`config.mk`:
```
export PLATFORM = sky130hd
export DESIGN_NAME = mul_cmp_monitor_flat
export DESIGN_NICKNAME = d
export VERILOG_FILES = /design/src/rtl/mul_cmp_monitor_if.sv /design/src/rtl/mul_cmp_monitor.sv /design/src/flat_wrapper.sv
export SDC_FILE = /design/constraint.sdc
export NUM_CORES = 1
export LEC_CHECK = 0
export ABC_AREA = 1
export ABC_CLOCK_PERIOD_IN_PS = 4230
export BUFFER_PORTS_ARGS = -buffer_cell sky130_fd_sc_hd__buf_2
export CAP_MARGIN = 30
export CORE_MARGIN = 2
export CORE_UTILIZATION = 57
export CTS_BUF_LIST = sky130_fd_sc_hd__clkbuf_8
export CTS_CLUSTER_DIAMETER = 80
export DETAILED_ROUTE_END_ITERATION = 7
export HOLD_SLACK_MARGIN = 0.06
export PLACE_DENSITY = 0.86
export SKIP_LAST_GASP = 1
export SLEW_MARGIN = 20
export SYNTH_ARGS = -nofsm -noshare
export SYNTH_HDL_FRONTEND = slang
export SYNTH_SLANG_ARGS = --single-unit
export TNS_END_PERCENT = 10
```
`constraint.sdc`:
```
create_clock -name clk_i -period 4.23 [get_ports clk_i]
set_clock_uncertainty 0.1 [all_clocks]
set_input_delay 0.423 -clock clk_i [delete_from_list [all_inputs] [get_ports clk_i]]
set_output_delay 0.423 -clock clk_i [all_outputs]
set_load 0.02 [all_outputs]
```
`src/rtl/mul_cmp_monitor_if.sv`:
```
// Issue/writeback streams of both multiply units plus the compare and statistics outputs.
// Latency: none; this is a signal bundle only.
// Backpressure: none; the monitor observes the streams and never stalls either unit.
interface mul_cmp_monitor_if #(
    parameter int DATA_W = 32,
    parameter int CNT_W  = 16
);
    logic              a_issue_i;
    logic [4:0]        a_issue_rd_i;
    logic              a_wb_valid_i;
    logic [4:0]        a_wb_rd_i;
    logic [DATA_W-1:0] a_wb_value_i;

    logic              b_issue_i;
    logic [4:0]        b_issue_rd_i;
    logic              b_wb_valid_i;
    logic [4:0]        b_wb_rd_i;
    logic [DATA_W-1:0] b_wb_value_i;

    logic              cmp_valid_o;
    logic              cmp_match_o;
    logic [4:0]        cmp_rd_o;
    logic [CNT_W-1:0]  cmp_a_lat_o;
    logic [CNT_W-1:0]  cmp_b_lat_o;
    logic [CNT_W-1:0]  match_count_o;
    logic [CNT_W-1:0]  mismatch_count_o;
    logic [CNT_W-1:0]  max_lat_a_o;
    logic [CNT_W-1:0]  max_lat_b_o;
    logic              err_overflow_o;
    logic              err_underflow_o;
    logic              err_order_o;
    logic              err_timeout_o;
    logic              busy_o;

    // Core side: drives the unit activity, observes the monitor results.
    modport master (
        output a_issue_i, a_issue_rd_i, a_wb_valid_i, a_wb_rd_i, a_wb_value_i,
        output b_issue_i, b_issue_rd_i, b_wb_valid_i, b_wb_rd_i, b_wb_value_i,
        input  cmp_valid_o, cmp_match_o, cmp_rd_o, cmp_a_lat_o, cmp_b_lat_o,
        input  match_count_o, mismatch_count_o, max_lat_a_o, max_lat_b_o,
        input  err_overflow_o, err_underflow_o, err_order_o, err_timeout_o, busy_o
    );

    // Monitor side.
    modport slave (
        input  a_issue_i, a_issue_rd_i, a_wb_valid_i, a_wb_rd_i, a_wb_value_i,
        input  b_issue_i, b_issue_rd_i, b_wb_valid_i, b_wb_rd_i, b_wb_value_i,
        output cmp_valid_o, cmp_match_o, cmp_rd_o, cmp_a_lat_o, cmp_b_lat_o,
        output match_count_o, mismatch_count_o, max_lat_a_o, max_lat_b_o,
        output err_overflow_o, err_underflow_o, err_order_o, err_timeout_o, busy_o
    );
endinterface

```
`src/rtl/mul_cmp_monitor.sv`:
```
// Pairs in-order results of the reference MUL (A) and the MULE candidate (B), compares them, tracks latency/stats.
// Latency: writeback lands in a result FIFO after 1 edge; compare outputs register 1 edge later (2 cycles total).
// Backpressure: none; full FIFOs drop the push and raise err_overflow, orphan writebacks raise err_underflow.
module mul_cmp_monitor #(
    parameter int DATA_W  = 32,
    parameter int DEPTH   = 4,
    parameter int CNT_W   = 16,
    parameter int TIMEOUT = 2000
) (
    input  logic             clk_i,
    input  logic             rst_i,
    input  logic             enable_i,
    input  logic             clear_i,
    mul_cmp_monitor_if.slave mon
);
    localparam int AW   = $clog2(DEPTH);
    localparam int IQ_W = 5 + CNT_W;
    localparam int RQ_W = 5 + DATA_W + CNT_W;
    localparam logic [CNT_W-1:0] TIMEOUT_C = CNT_W'(TIMEOUT);
    localparam logic [CNT_W-1:0] CNT_ONE   = CNT_W'(1);
    localparam logic [AW:0]      PTR_ONE   = (AW + 1)'(1);

    // Unit 0 is A (reference), unit 1 is B (candidate).
    logic              issue    [2];
    logic [4:0]        issue_rd [2];
    logic              wb_valid [2];
    logic [4:0]        wb_rd    [2];
    logic [DATA_W-1:0] wb_value [2];

    assign issue[0]    = mon.a_issue_i;
    assign issue[1]    = mon.b_issue_i;
    assign issue_rd[0] = mon.a_issue_rd_i;
    assign issue_rd[1] = mon.b_issue_rd_i;
    assign wb_valid[0] = mon.a_wb_valid_i;
    assign wb_valid[1] = mon.b_wb_valid_i;
    assign wb_rd[0]    = mon.a_wb_rd_i;
    assign wb_rd[1]    = mon.b_wb_rd_i;
    assign wb_value[0] = mon.a_wb_value_i;
    assign wb_value[1] = mon.b_wb_value_i;

    logic [CNT_W-1:0]  cyc;
    logic              active;
    logic              cmp_fire;
    logic              match_now;

    logic              iq_empty  [2];
    logic              iq_full   [2];
    logic              iq_pop    [2];
    logic              rq_empty  [2];
    logic              rq_full   [2];
    logic [4:0]        head_rd   [2];
    logic [CNT_W-1:0]  head_cyc  [2];
    logic [CNT_W-1:0]  age       [2];
    logic [4:0]        res_rd    [2];
    logic [DATA_W-1:0] res_value [2];
    logic [CNT_W-1:0]  res_lat   [2];
    logic              ovf_ev    [2];
    logic              unf_ev    [2];
    logic              ord_ev    [2];
    logic              tmo_ev    [2];

    logic              cmp_valid;
    logic              cmp_match;
    logic [4:0]        cmp_rd;
    logic [CNT_W-1:0]  cmp_a_lat;
    logic [CNT_W-1:0]  cmp_b_lat;
    logic [CNT_W-1:0]  match_count;
    logic [CNT_W-1:0]  mismatch_count;
    logic [CNT_W-1:0]  max_lat_a;
    logic [CNT_W-1:0]  max_lat_b;
    logic              err_overflow;
    logic              err_underflow;
    logic              err_order;
    logic              err_timeout;

    // Clear wins over everything, so it also suppresses every push/pop in its cycle.
    assign active    = enable_i && !clear_i;
    assign cmp_fire  = active && !rq_empty[0] && !rq_empty[1];
    assign match_now = (res_value[0] == res_value[1]) && (res_rd[0] == res_rd[1]);

    for (genvar u = 0; u < 2; u++) begin : g_unit
        logic [IQ_W-1:0] iq_mem [DEPTH];
        logic [RQ_W-1:0] rq_mem [DEPTH];
        logic [AW:0]     iq_wptr;
        logic [AW:0]     iq_rptr;
        logic [AW:0]     rq_wptr;
        logic [AW:0]     rq_rptr;
        logic            iq_do_push;
        logic            rq_do_push;

        // Pointers carry one wrap bit so full and empty are distinguishable.
        assign iq_empty[u] = (iq_wptr == iq_rptr);
        assign iq_full[u]  = (iq_wptr == {~iq_rptr[AW], iq_rptr[AW-1:0]});
        assign rq_empty[u] = (rq_wptr == rq_rptr);
        assign rq_full[u]  = (rq_wptr == {~rq_rptr[AW], rq_rptr[AW-1:0]});

        assign {head_rd[u], head_cyc[u]} = iq_mem[iq_rptr[AW-1:0]];
        assign {res_rd[u], res_value[u], res_lat[u]} = rq_mem[rq_rptr[AW-1:0]];

        // Modular difference: correct across a single cyc wrap.
        assign age[u] = cyc - head_cyc[u];

        // Only registered state is consulted, so a same-cycle issue cannot satisfy a writeback.
        assign iq_pop[u]  = active && wb_valid[u] && !iq_empty[u];
        assign iq_do_push = active && issue[u] && (!iq_full[u] || iq_pop[u]);
        assign rq_do_push = iq_pop[u] && (!rq_full[u] || cmp_fire);

        assign ovf_ev[u] = (active && issue[u] && iq_full[u] && !iq_pop[u]) ||
                           (iq_pop[u] && rq_full[u] && !cmp_fire);
        assign unf_ev[u] = active && wb_valid[u] && iq_empty[u];
        assign ord_ev[u] = iq_pop[u] && (wb_rd[u] != head_rd[u]);
        assign tmo_ev[u] = active && !iq_empty[u] && (age[u] >= TIMEOUT_C);

        // FIFO storage; contents need no reset since the pointers define validity.
        always_ff @(posedge clk_i) begin
            if (iq_do_push) iq_mem[iq_wptr[AW-1:0]] <= {issue_rd[u], cyc};
            if (rq_do_push) rq_mem[rq_wptr[AW-1:0]] <= {wb_rd[u], wb_value[u], age[u]};
        end

        // FIFO pointer advance; clear empties both queues of this unit.
        always_ff @(posedge clk_i or posedge rst_i) begin
            if (rst_i) begin
                iq_wptr <= '0;
                iq_rptr <= '0;
                rq_wptr <= '0;
                rq_rptr <= '0;
            end else if (clear_i) begin
                iq_wptr <= '0;
                iq_rptr <= '0;
                rq_wptr <= '0;
                rq_rptr <= '0;
            end else begin
                if (iq_do_push) iq_wptr <= iq_wptr + PTR_ONE;
                if (iq_pop[u])  iq_rptr <= iq_rptr + PTR_ONE;
                if (rq_do_push) rq_wptr <= rq_wptr + PTR_ONE;
                if (cmp_fire)   rq_rptr <= rq_rptr + PTR_ONE;
            end
        end
    end

    // Free-running timestamp, frozen while disabled.
    always_ff @(posedge clk_i or posedge rst_i) begin
        if (rst_i) begin
            cyc <= '0;
        end else if (clear_i) begin
            cyc <= '0;
        end else if (enable_i) begin
            cyc <= cyc + CNT_ONE;
        end
    end

    // Registered compare result and saturating statistics, updated once per paired pop.
    always_ff @(posedge clk_i or posedge rst_i) begin
        if (rst_i) begin
            cmp_valid      <= 1'b0;
            cmp_match      <= 1'b0;
            cmp_rd         <= '0;
            cmp_a_lat      <= '0;
            cmp_b_lat      <= '0;
            match_count    <= '0;
            mismatch_count <= '0;
            max_lat_a      <= '0;
            max_lat_b      <= '0;
        end else if (clear_i) begin
            cmp_valid      <= 1'b0;
            cmp_match      <= 1'b0;
            cmp_rd         <= '0;
            cmp_a_lat      <= '0;
            cmp_b_lat      <= '0;
            match_count    <= '0;
            mismatch_count <= '0;
            max_lat_a      <= '0;
            max_lat_b      <= '0;
        end else begin
            cmp_valid <= cmp_fire;
            if (cmp_fire) begin
                cmp_match <= match_now;
                cmp_rd    <= res_rd[0];
                cmp_a_lat <= res_lat[0];
                cmp_b_lat <= res_lat[1];
                if (match_now) begin
                    if (match_count != '1) match_count <= match_count + CNT_ONE;
                end else begin
                    if (mismatch_count != '1) mismatch_count <= mismatch_count + CNT_ONE;
                end
                if (res_lat[0] > max_lat_a) max_lat_a <= res_lat[0];
                if (res_lat[1] > max_lat_b) max_lat_b <= res_lat[1];
            end
        end
    end

    // Sticky error flags; only reset or clear brings them back down.
    always_ff @(posedge clk_i or posedge rst_i) begin
        if (rst_i) begin
            err_overflow  <= 1'b0;
            err_underflow <= 1'b0;
            err_order     <= 1'b0;
            err_timeout   <= 1'b0;
        end else if (clear_i) begin
            err_overflow  <= 1'b0;
            err_underflow <= 1'b0;
            err_order     <= 1'b0;
            err_timeout   <= 1'b0;
        end else begin
            if (ovf_ev[0] || ovf_ev[1]) err_overflow  <= 1'b1;
            if (unf_ev[0] || unf_ev[1]) err_underflow <= 1'b1;
            if (ord_ev[0] || ord_ev[1]) err_order     <= 1'b1;
            if (tmo_ev[0] || tmo_ev[1]) err_timeout   <= 1'b1;
        end
    end

    assign mon.cmp_valid_o      = cmp_valid;
    assign mon.cmp_match_o      = cmp_match;
    assign mon.cmp_rd_o         = cmp_rd;
    assign mon.cmp_a_lat_o      = cmp_a_lat;
    assign mon.cmp_b_lat_o      = cmp_b_lat;
    assign mon.match_count_o    = match_count;
    assign mon.mismatch_count_o = mismatch_count;
    assign mon.max_lat_a_o      = max_lat_a;
    assign mon.max_lat_b_o      = max_lat_b;
    assign mon.err_overflow_o   = err_overflow;
    assign mon.err_underflow_o  = err_underflow;
    assign mon.err_order_o      = err_order;
    assign mon.err_timeout_o    = err_timeout;
    assign mon.busy_o           = !iq_empty[0] || !iq_empty[1] || !rq_empty[0] || !rq_empty[1];
endmodule
```
`src/flat_wrapper.sv`:
```
// flat-port wrapper written by rule: the top's interface ports become plain ports
module mul_cmp_monitor_flat 
#(
    parameter int DATA_W  = 32,
    parameter int DEPTH   = 4,
    parameter int CNT_W   = 16,
    parameter int TIMEOUT = 2000
)
  (clk_i, rst_i, enable_i, clear_i, mon_a_issue_i, mon_a_issue_rd_i, mon_a_wb_valid_i, mon_a_wb_rd_i, mon_a_wb_value_i, mon_b_issue_i, mon_b_issue_rd_i, mon_b_wb_valid_i, mon_b_wb_rd_i, mon_b_wb_value_i, mon_cmp_valid_o, mon_cmp_match_o, mon_cmp_rd_o, mon_cmp_a_lat_o, mon_cmp_b_lat_o, mon_match_count_o, mon_mismatch_count_o, mon_max_lat_a_o, mon_max_lat_b_o, mon_err_overflow_o, mon_err_underflow_o, mon_err_order_o, mon_err_timeout_o, mon_busy_o);
  mul_cmp_monitor_if #(.DATA_W(DATA_W), .CNT_W(CNT_W)) mon_i ();
  input  logic clk_i;
  input  logic rst_i;
  input  logic enable_i;
  input  logic clear_i;
  input wire logic [$bits(mon_i.a_issue_i)-1:0] mon_a_issue_i;
  input wire logic [$bits(mon_i.a_issue_rd_i)-1:0] mon_a_issue_rd_i;
  input wire logic [$bits(mon_i.a_wb_valid_i)-1:0] mon_a_wb_valid_i;
  input wire logic [$bits(mon_i.a_wb_rd_i)-1:0] mon_a_wb_rd_i;
  input wire logic [$bits(mon_i.a_wb_value_i)-1:0] mon_a_wb_value_i;
  input wire logic [$bits(mon_i.b_issue_i)-1:0] mon_b_issue_i;
  input wire logic [$bits(mon_i.b_issue_rd_i)-1:0] mon_b_issue_rd_i;
  input wire logic [$bits(mon_i.b_wb_valid_i)-1:0] mon_b_wb_valid_i;
  input wire logic [$bits(mon_i.b_wb_rd_i)-1:0] mon_b_wb_rd_i;
  input wire logic [$bits(mon_i.b_wb_value_i)-1:0] mon_b_wb_value_i;
  output wire logic [$bits(mon_i.cmp_valid_o)-1:0] mon_cmp_valid_o;
  output wire logic [$bits(mon_i.cmp_match_o)-1:0] mon_cmp_match_o;
  output wire logic [$bits(mon_i.cmp_rd_o)-1:0] mon_cmp_rd_o;
  output wire logic [$bits(mon_i.cmp_a_lat_o)-1:0] mon_cmp_a_lat_o;
  output wire logic [$bits(mon_i.cmp_b_lat_o)-1:0] mon_cmp_b_lat_o;
  output wire logic [$bits(mon_i.match_count_o)-1:0] mon_match_count_o;
  output wire logic [$bits(mon_i.mismatch_count_o)-1:0] mon_mismatch_count_o;
  output wire logic [$bits(mon_i.max_lat_a_o)-1:0] mon_max_lat_a_o;
  output wire logic [$bits(mon_i.max_lat_b_o)-1:0] mon_max_lat_b_o;
  output wire logic [$bits(mon_i.err_overflow_o)-1:0] mon_err_overflow_o;
  output wire logic [$bits(mon_i.err_underflow_o)-1:0] mon_err_underflow_o;
  output wire logic [$bits(mon_i.err_order_o)-1:0] mon_err_order_o;
  output wire logic [$bits(mon_i.err_timeout_o)-1:0] mon_err_timeout_o;
  output wire logic [$bits(mon_i.busy_o)-1:0] mon_busy_o;
  assign mon_i.a_issue_i = mon_a_issue_i;
  assign mon_i.a_issue_rd_i = mon_a_issue_rd_i;
  assign mon_i.a_wb_valid_i = mon_a_wb_valid_i;
  assign mon_i.a_wb_rd_i = mon_a_wb_rd_i;
  assign mon_i.a_wb_value_i = mon_a_wb_value_i;
  assign mon_i.b_issue_i = mon_b_issue_i;
  assign mon_i.b_issue_rd_i = mon_b_issue_rd_i;
  assign mon_i.b_wb_valid_i = mon_b_wb_valid_i;
  assign mon_i.b_wb_rd_i = mon_b_wb_rd_i;
  assign mon_i.b_wb_value_i = mon_b_wb_value_i;
  assign mon_cmp_valid_o = mon_i.cmp_valid_o;
  assign mon_cmp_match_o = mon_i.cmp_match_o;
  assign mon_cmp_rd_o = mon_i.cmp_rd_o;
  assign mon_cmp_a_lat_o = mon_i.cmp_a_lat_o;
  assign mon_cmp_b_lat_o = mon_i.cmp_b_lat_o;
  assign mon_match_count_o = mon_i.match_count_o;
  assign mon_mismatch_count_o = mon_i.mismatch_count_o;
  assign mon_max_lat_a_o = mon_i.max_lat_a_o;
  assign mon_max_lat_b_o = mon_i.max_lat_b_o;
  assign mon_err_overflow_o = mon_i.err_overflow_o;
  assign mon_err_underflow_o = mon_i.err_underflow_o;
  assign mon_err_order_o = mon_i.err_order_o;
  assign mon_err_timeout_o = mon_i.err_timeout_o;
  assign mon_busy_o = mon_i.busy_o;
  mul_cmp_monitor #(.DATA_W(DATA_W), .DEPTH(DEPTH), .CNT_W(CNT_W), .TIMEOUT(TIMEOUT)) u_core (.clk_i(clk_i), .rst_i(rst_i), .enable_i(enable_i), .clear_i(clear_i), .mon(mon_i));
endmodule
```
==> reports/metrics.cfg <==
[outcome]
status=finished, final reports clean

[flow_run]
max_cap_viol_count=0

[critical_path]
startpoint_type=flip-flop
regToRegSetupSlack_ps=490
slowest_stage=dfrtp_4
cp_cell_sequence=inv_2, o21ai_0, nand2_1, ha_1, nand4_1, inv_1, nand4_1, nor4_1, nor2_1, nand2_1, inv_1, nand2_1, nand2_1
crit_path_end=u_core.mon.max_lat_b_o[14]
cp-end-kind=flip-flop
crit_family=simple AND/OR/NAND/NOR gates
crit_arrival_ps=4230
critPathBufInv=3
required_ps=4710
r2r_cells=13
r2r-end=u_core.mon.max_lat_b_o[14]
slowest_delay_ps=670
crit_type=flip-flop to flip-flop
cpMostUsedCell=nand2_1
cp_max_fo=36
worst-path-stages=13
timing.rr.start=u_core.g_unit[1].rq_rptr[0]
worstSetupStartpoint=u_core.g_unit[1].rq_rptr[0]

[cts]
clockBufferDepth=3
clk_pin_slew_ps=60
cts_max_level=3
clkLatencyLatePin_ps=750
ctsRootBufferMaster=clkbuf_8
cts_buffers=112
cts_tree=yes
clock-sinks=739

[logic_synthesis]
syn-cell-area_um2=34100
synthSimpleGateAreaFrac=0.221
synth-seq-cells=739
yosysWarnings=0
ys_types=44
yosysMostFrequentCell=nand2_1
ys_top_cells_by_count=nand2_1 (1123), edfxtp_1 (592), nand3_1 (327), inv_1 (262), nor2_1 (258)
synth_area_leaders=edfxtp_1 (52%), nand2_1 (12%), dfrtp_1 (11%)
yosysTopAreaCell=edfxtp_1
synth_edf_count=592
yosysTopAreaCellShare=0.522
synth_top_family_by_area=simple AND/OR/NAND/NOR gates
synth_compound_area_frac=0.0479
synthFlopType=edfxtp_1
synthCells=3408
syn_area_per_cell_um2=10.0
synth_mux_area_frac=0
postSynthNetCount=3591
synth-seq-area-share=0.629
synth_xor_area_frac=0.0181
synth_async_sr_flop_share=0.199
synth_fa_ha_area_frac=0.0338

[floorplanning]
die_area_um2=61800
fp.dieW_um=249
io_pins=200
die_h_um=249
start_util=0.578
rows=89
coreArea_um2=59000

[sta]
holdWs_ps=137
worstMarginPinSlew_ps=983
fin_crit_sh=0.885
rsz0062_at_grt=no
maxSlewHeadroom=0.345
setup_viol=0
hold_violations=0
final_max_slew_viol_count=0
post-route-min-period_ps=3740
fmaxAchievable_mhz=267

[drt]
drtPass1Iterations=8
routed-via-count=26000
wl_per_cell_um=18.8
ant_nets=0
wl_met1_um=32500
drc=0
dr_wl_met2_um=43200
wl_met3_um=7180
first_iter_violations=2841
top_layer=met4
vias_per_cell=5.65
finalWirelength_um=86500

[global_route]
grt_pass1_vias=25900
grt_max_degree=148
grt_pass1_wl_um=135000
grt_usage=0.277
grt.overflow.total=0
antenna_found_initial=5

[placement]
dp_hpwl_um=56100
gp_congestion=0.930
portBuffers=199
place_area_um2=35900

[final_layout]
final_cell_area_um2=39000
final_nets=3911
area_delta_synth_final_pct=14.3
layout-drive-gt1-share=0.111

[power]
power.density_nw_per_um2=459
cellLeakagePower_nw=16.9
vdd_ir_drop_max_mv=0.335

[worst_hold_path]
worstHoldPathType=input port to flip-flop

-- cell usage in the layout, fill, tap and decap left out, drive strengths merged --
master,Yosys,routed
nand2,1124,1124
edfxtp,592,592
nand3,330,330
inv,267,322
nor2,262,262
buf,73,249
dfrtp,147,147
o21ai,126,126
clkbuf,60,119
a21oi,117,117
dlygate4sd3,0,90
ha,89,89
nand4,50,50
xor2,38,38
clkinv,3,36
nor3,31,31
a32o,29,29
xnor2,28,28
nand3b,8,8
diode,0,5
nor4,5,5
o21a,4,4
o22ai,4,4
and3,3,3
a31oi,3,3
and2,3,3
clkinvlp,0,3
bufinv,0,3
a21o,2,2
nor3b,2,2
fa,2,2
or2,1,1
o211ai,1,1
o221ai,1,1
o21bai,1,1
a32oi,1,1
or4,1,1
-- metal layers --
metal,vias up,track usage
met5,-,0
met4,0,0.142
met3,237,0.0477
met2,1290,0.471
met1,12300,0.342
li1,12200,-
-- tightest hold or removal path, delay by kind of cell --
kind,cells,cell delay (ps)
and+or+nand+nor,3,260
AOI/OAI and AO/OA,1,80
buffers and inverters,2,160
-- worst min-delay path by stage --
stage / start / end / slack, ps / cells after the start
4_1_cts: mon_b_wb_valid_i / u_core.g_unit[1].iq_rptr[0] / 70 / 6
5_1_grt: mon_b_wb_valid_i / u_core.g_unit[1].iq_rptr[0] / 180 / 6
2_1_floorplan: u_core.g_unit[0].iq_rptr[2] / u_core.g_unit[0].iq_rptr[2] / 350 / 1
3_3_place_gp: u_core.mon.cmp_a_lat_o[5] / u_core.mon.cmp_a_lat_o[5] / 350 / 2
6_report: mon_b_wb_valid_i / u_core.g_unit[1].iq_rptr[1] / 140 / 6
3_5_place_dp: u_core.mon.cmp_b_lat_o[10] / u_core.mon.cmp_b_lat_o[10] / 360 / 2
-- final cells by class --
class / instances / area [um2]
timing repair buffer: 339 / 2380
inverter: 270 / 1020
fill: 4288 / 20000
multi-input combinational: 2266 / 11000
antenna: 5 / 12.5
sequential: 739 / 21500
tap: 773 / 967
clock inverter: 94 / 489
clock buffer: 119 / 1640
-- registers in the layout, indices dropped and copies added (netlist names) --
name,flops
u_core.cyc,16
u_core.g_unit.iq_mem,168
u_core.g_unit.iq_rptr,6
u_core.g_unit.iq_wptr,6
u_core.g_unit.rq_mem,424
u_core.g_unit.rq_rptr,6
u_core.g_unit.rq_wptr,6
u_core.mon.cmp_a_lat_o,16
u_core.mon.cmp_b_lat_o,16
u_core.mon.cmp_match_o,1
u_core.mon.cmp_rd_o,5
u_core.mon.cmp_valid_o,1
u_core.mon.err_order_o,1
u_core.mon.err_overflow_o,1
u_core.mon.err_timeout_o,1
u_core.mon.err_underflow_o,1
u_core.mon.match_count_o,16
u_core.mon.max_lat_a_o,16
u_core.mon.max_lat_b_o,16
u_core.mon.mismatch_count_o,16
-- report_power, final --
part | internal, mW | switching, mW | leakage [nW] | total, mW
logic | 1.25 | 2.87 | 8.25 | 4.11
registers | 8.04 | 0.150 | 7.38 | 8.19
clock network | 2.79 | 2.77 | 1.27 | 5.56
total | 12.1 | 5.79 | 16.9 | 17.9
-- through the flow --
stage | TNS, ps | instances | util | power, mW | worst slack [ps]
2_1_floorplan | -922 | 3408 | - | 11.1 | -40.0
3_3_place_gp | 0 | 4297 | 0.609 | 12.1 | 696
3_5_place_dp | 0 | 4297 | 0.609 | 12.2 | 615
4_1_cts | 0 | 4600 | 0.660 | 17.8 | 577
5_1_grt | 0 | 4605 | 0.660 | 18.6 | 151
6_report | 0 | 4605 | 0.660 | 17.9 | 488
-- kinds of logic after synthesis --
logic type / count (synthesis)
AO/OA/AOI/OAI: 289
XOR/XNOR: 66
buffers and inverters: 403
adder cells (fa/ha/maj): 91
AND/OR/NAND/NOR: 1820
flip-flops: 739
-- what timing repair did --
item | 4_1_cts | 5_1_grt
endpoints found under the hold margin | 491 | 0
resized for setup | 0 | 0
setup buffers | 0 | 0
hold buffers | 90 | 0
endpoints found under the setup margin | 0 | 0
(Power assumes the default switching activity.)
